### config.mk
export PLATFORM = sky130hd
export DESIGN_NAME = bcd_serial_addsub
export DESIGN_NICKNAME = d
export VERILOG_FILES = /design/src/rtl/bcd_serial_addsub.sv
export SDC_FILE = /design/constraint.sdc
export NUM_CORES = 1
export LEC_CHECK = 0
export BUFFER_PORTS_ARGS = -buffer_cell sky130_fd_sc_hd__buf_4
export CORE_MARGIN = 4
export CORE_UTILIZATION = 50
export CTS_CLUSTER_SIZE = 8
export DETAILED_ROUTE_END_ITERATION = 10
export PLACE_DENSITY = 0.72
export SYNTH_ARGS = -nofsm -noshare
export SYNTH_HDL_FRONTEND = slang
export SYNTH_SLANG_ARGS = --single-unit
### constraint.sdc
create_clock -name clk -period 6.9 [get_ports clk]
set_input_delay 0 -clock clk [delete_from_list [all_inputs] [get_ports clk]]
set_output_delay 0 -clock clk [all_outputs]
set_load 0.01 [all_outputs]
### src/rtl/bcd_serial_addsub.sv
// Digit-serial packed-BCD adder/subtractor: one digit per cycle, LSD first.
// Subtraction uses 9's complement plus carry-in; a negative result is 10's-complemented in CORR.
module bcd_serial_addsub #(
  parameter int unsigned NDIG = 4
) (
  input  logic              clk,
  input  logic              rst_n,
  input  logic              start,
  input  logic              mode,
  input  logic [4*NDIG-1:0] a,
  input  logic [4*NDIG-1:0] b,
  output logic              busy,
  output logic              done,
  output logic [4*NDIG-1:0] result,
  output logic              cout,
  output logic              neg,
  output logic              err
);

  localparam int unsigned W  = 4 * NDIG;
  localparam int unsigned IW = (NDIG > 1) ? $clog2(NDIG) : 1;

  typedef enum logic [1:0] {StIdle, StAdd, StCorr, StDone} state_e;

  state_e        state_q;
  logic [W-1:0]  a_q, b_q;
  logic          mode_q;
  logic          carry_q;
  logic [IW-1:0] idx_q;

  logic [3:0] dig_a, dig_b, dig_bp, dig_r, dig_out;
  logic [4:0] sum;
  logic       carry_out;
  logic       last;
  logic       bad_in;

  always_comb begin
    bad_in = 1'b0;
    for (int i = 0; i < int'(NDIG); i++) begin
      if (a[i*4 +: 4] > 4'd9 || b[i*4 +: 4] > 4'd9) bad_in = 1'b1;
    end
  end

  // Shared digit adder: ADD computes a + b' + c, CORR computes (9 - r) + c.
  always_comb begin
    dig_a  = a_q[idx_q*4 +: 4];
    dig_b  = b_q[idx_q*4 +: 4];
    dig_r  = result[idx_q*4 +: 4];
    dig_bp = mode_q ? (4'd9 - dig_b) : dig_b;
    if (state_q == StCorr) begin
      sum = 5'(4'd9 - dig_r) + 5'(carry_q);
    end else begin
      sum = 5'(dig_a) + 5'(dig_bp) + 5'(carry_q);
    end
    if (sum > 5'd9) begin
      dig_out   = 4'(sum - 5'd10);
      carry_out = 1'b1;
    end else begin
      dig_out   = sum[3:0];
      carry_out = 1'b0;
    end
    last = (idx_q == IW'(NDIG - 1));
  end

  always_ff @(posedge clk or negedge rst_n) begin
    if (!rst_n) begin
      state_q <= StIdle;
      a_q     <= '0;
      b_q     <= '0;
      mode_q  <= 1'b0;
      carry_q <= 1'b0;
      idx_q   <= '0;
      busy    <= 1'b0;
      done    <= 1'b0;
      result  <= '0;
      cout    <= 1'b0;
      neg     <= 1'b0;
      err     <= 1'b0;
    end else begin
      unique case (state_q)
        StIdle, StDone: begin
          state_q <= StIdle;
          busy    <= 1'b0;
          done    <= 1'b0;
          if (start) begin
            a_q    <= a;
            b_q    <= b;
            mode_q <= mode;
            cout   <= 1'b0;
            neg    <= 1'b0;
            if (bad_in) begin
              err     <= 1'b1;
              result  <= '0;
              state_q <= StDone;
              done    <= 1'b1;
            end else begin
              err     <= 1'b0;
              state_q <= StAdd;
              busy    <= 1'b1;
              idx_q   <= '0;
              carry_q <= mode;
            end
          end
        end
        StAdd: begin
          result[idx_q*4 +: 4] <= dig_out;
          if (last) begin
            idx_q <= '0;
            if (!mode_q || carry_out) begin
              // Subtract with final carry means A >= B: the sum is already the magnitude.
              cout    <= mode_q ? 1'b0 : carry_out;
              state_q <= StDone;
              busy    <= 1'b0;
              done    <= 1'b1;
            end else begin
              state_q <= StCorr;
              carry_q <= 1'b1;
            end
          end else begin
            idx_q   <= idx_q + 1'b1;
            carry_q <= carry_out;
          end
        end
        StCorr: begin
          result[idx_q*4 +: 4] <= dig_out;
          if (last) begin
            idx_q   <= '0;
            neg     <= 1'b1;
            state_q <= StDone;
            busy    <= 1'b0;
            done    <= 1'b1;
          end else begin
            idx_q   <= idx_q + 1'b1;
            carry_q <= carry_out;
          end
        end
        default: state_q <= StIdle;
      endcase
    end
  end

endmodule

==> flow_summary.toml <==
[run_status]
outcome = "finished clean"

[synthesis]
async_flop_share_pct = 100
synth_nets = 321
ys_ff_latch = 59
netlist_area_um2 = 3280
ys_types = 44
seq_area_frac_synth_pct = 45.0
synthFlopType = "dfrtp_1"
ys_warn_count = 0
synth-edff-count = 0
synthCells = 270
syn_avg_cell_area_um2 = 12.2

[route]
first_pass_iters = 4
vias_per_cell = 5.52
wire_per_inst_um = 17.1
drt_iter0_markers = 187
ant_nets = 0
vias = 2436
drc = 0
wl_um = 7550

[pwr]
p_leak_uw = 0.00198
power_density_nw_per_um2 = 587
peakVddDrop_uv = 363

[timing]
slew_violations = 0
timing.final.crit_share_pct = 60.7
setup_viol = 0
tns_ps = 0
fin_ws_ps = 2710
hold_viol_final = 0
period_minus_slack_ps = 4190
tightest_slew_ps = 743
relSlewSlack_pct = 50.5
rsz0062_at_grt = "no"
clock.fmax_ghz = 0.239
fin_skew_ps = 5.74

[floorplanning]
coreArea_um2 = 6350
num_io_pins = 57
die_y_um = 89.1
start_util_pct = 51.7
std_cell_rows = 29
die-area_um2 = 7930
dieWidth_um = 89.1

[grt]
antenna_found_initial = 0
grt_max_degree = 60
grt_overflow = 0
first_global_vias = 2552
grt_usage_pct = 21.6
grt_pass1_wl_um = 12600

[setup_path]
critPathRequiredTime_ps = 7120
crit_type = "reg2reg"
critPathLaunchType = "register"
cp-end-kind = "register"
worstPathMaxFanout = 13
crit_arrival_ps = 4410

[placement]
place.gp.congestion = 0.815
dpl.hpwl_um = 5180
port_buffers = 56
dp.cells = 391
place_worst_setup_slack_ps = 2700
place_area_um2 = 3760

[cells_and_area]
num_antenna_cells = 0
fin_cells = 441
finish.net_count = 411
drive_gt1_share_pct = 34.3
design_area_um2 = 4320
post-route-util_pct = 68.0
fill_cells = 464
area_delta_synth_final_pct = 31.5

[job]
max_cap_viol_count = 0

[clocking]
cts_root_buf = "clkbuf_8"
clkTransAtPathRegs_ps = 60
cts_tree = "yes"
cts_max_level = 3
clkLatencyLatePin_ps = 330
clock-sinks = 59
clockBufferDepth = 2
cts_buffers = 9

[min_path]
hp-class = "in2async"
cell type report:
| cell class | count | area (um2) | area share [%] |
|---|---|---|---|
| clock buffers | 14 | 183 | 4.23 |
| clock inverters | 1 | 30.0 | 0.695 |
| inverters | 15 | 56.3 | 1.30 |
| multi-input cells | 182 | 1690 | 39.2 |
| flip-flops and latches | 59 | 1480 | 34.2 |
| well taps | 77 | 96.3 | 2.23 |
| repair buffers | 93 | 786 | 18.2 |
cell usage after synthesis, types with 3 or more instances:
| library cell | number | share of area [%] |
|---|---|---|
| o21ai_0 | 20 | 3.0 |
| nor2_1 | 14 | 1.6 |
| mux2_4 | 3 | 1.4 |
| mux4_2 | 7 | 4.8 |
| ha_1 | 13 | 5.0 |
| dfrtp_1 | 59 | 45 |
| inv_1 | 15 | 1.7 |
| mux2i_1 | 4 | 1.2 |
| a21oi_1 | 9 | 1.4 |
| clkbuf_1 | 11 | 1.3 |
| o2bb2ai_1 | 17 | 4.5 |
| mux2_2 | 37 | 13 |
| xnor2_1 | 4 | 1.1 |
| mux4_1 | 4 | 3.2 |
| nand4_1 | 4 | 0.76 |
| nand2_1 | 11 | 1.3 |
worst max-delay path: stages (launching register included):
cell and delay (ps):
dfrtp_1 580, buf_4 300, mux4_1 600, xnor2_1 190, fa_1 210, inv_1 60, fa_1 400, xor2_1 200
o21ai_0 120, ha_1 280, a221oi_2 370, a31oi_4 180, a31o_4 300, mux2_4 290
what timing repair did:
item / CTS / global route
hold buffers: 35 / 0
gates resized for setup: 0 / 0
buffers inserted: 0 / 0
hold endpoints to repair: 93 / 0
worst paths after layout:
kind	startpoint	end	slack, ps	depth (start not counted)
worst max-delay path	idx_q[0]	done	2710	13
worst min-delay path	rst_n	result[7]	270	2
worst max register to register	idx_q[0]	done	2710	13
worst min register to register	cout	cout	490	1
max in group asynchronous	rst_n	a_q[11]	6130	2
min in group clk	a[4]	a_q[4]	430	3
stage by stage:
| step | power [uW] | hold WS [ps] |
|---|---|---|
| 5_1_grt | 2750 | 332 |
| 6_report | 2540 | 271 |
| 3_5_place_dp | 2180 | 111 |
| 2_1_floorplan | 1810 | -296 |
| 4_1_cts | 2540 | 287 |
| 3_3_place_gp | 2140 | 105 |
cells by family after synthesis:
| logic type | share of synthesized area (%) |
|---|---|
| compound gates | 14.3 |
| buf+inv | 3.54 |
| flops | 45.0 |
| xor+xnor | 1.33 |
| simple gates | 6.40 |
| mux | 23.3 |
| fa+ha+maj | 6.17 |
power by group:
part           total, uW  switching [uW]  internal, uW
Combinational       1580             839           738
Sequential           624             122           502
Clock                335             130           205
state kept, by name (all words and copies together) (netlist names):
name / count
err: 1
done: 1
b_q: 16
neg: 1
state_q: 2
carry_q: 1
idx_q: 2
result: 16
mode_q: 1
busy: 1
cout: 1
a_q: 16
layer usage:
layer | GRT usage, % | wire length, um
met4 | 8.12 | 102
met5 | 0 | 0
met3 | 5.44 | 360
met2 | 34.8 | 3760
met1 | 28.3 | 3320
placed cells by master (no fill, tap or decap), drive strengths merged, types with 2 or more instances in the layout:
cell	n
dlygate4sd3	35
mux2	40
o21ai	20
a31o	2
nor3	2
a31oi	3
nand2	11
clkbuf	14
a21o	2
mux4	11
nand4	4
nand2b	2
and3	2
o2bb2ai	17
o31ai	2
inv	15
a221oi	2
fa	2
nor2	14
dfrtp	59
buf	58
xnor2	4
ha	13
mux2i	4
a21oi	9
nor2b	2
(Power assumes the default switching activity.)
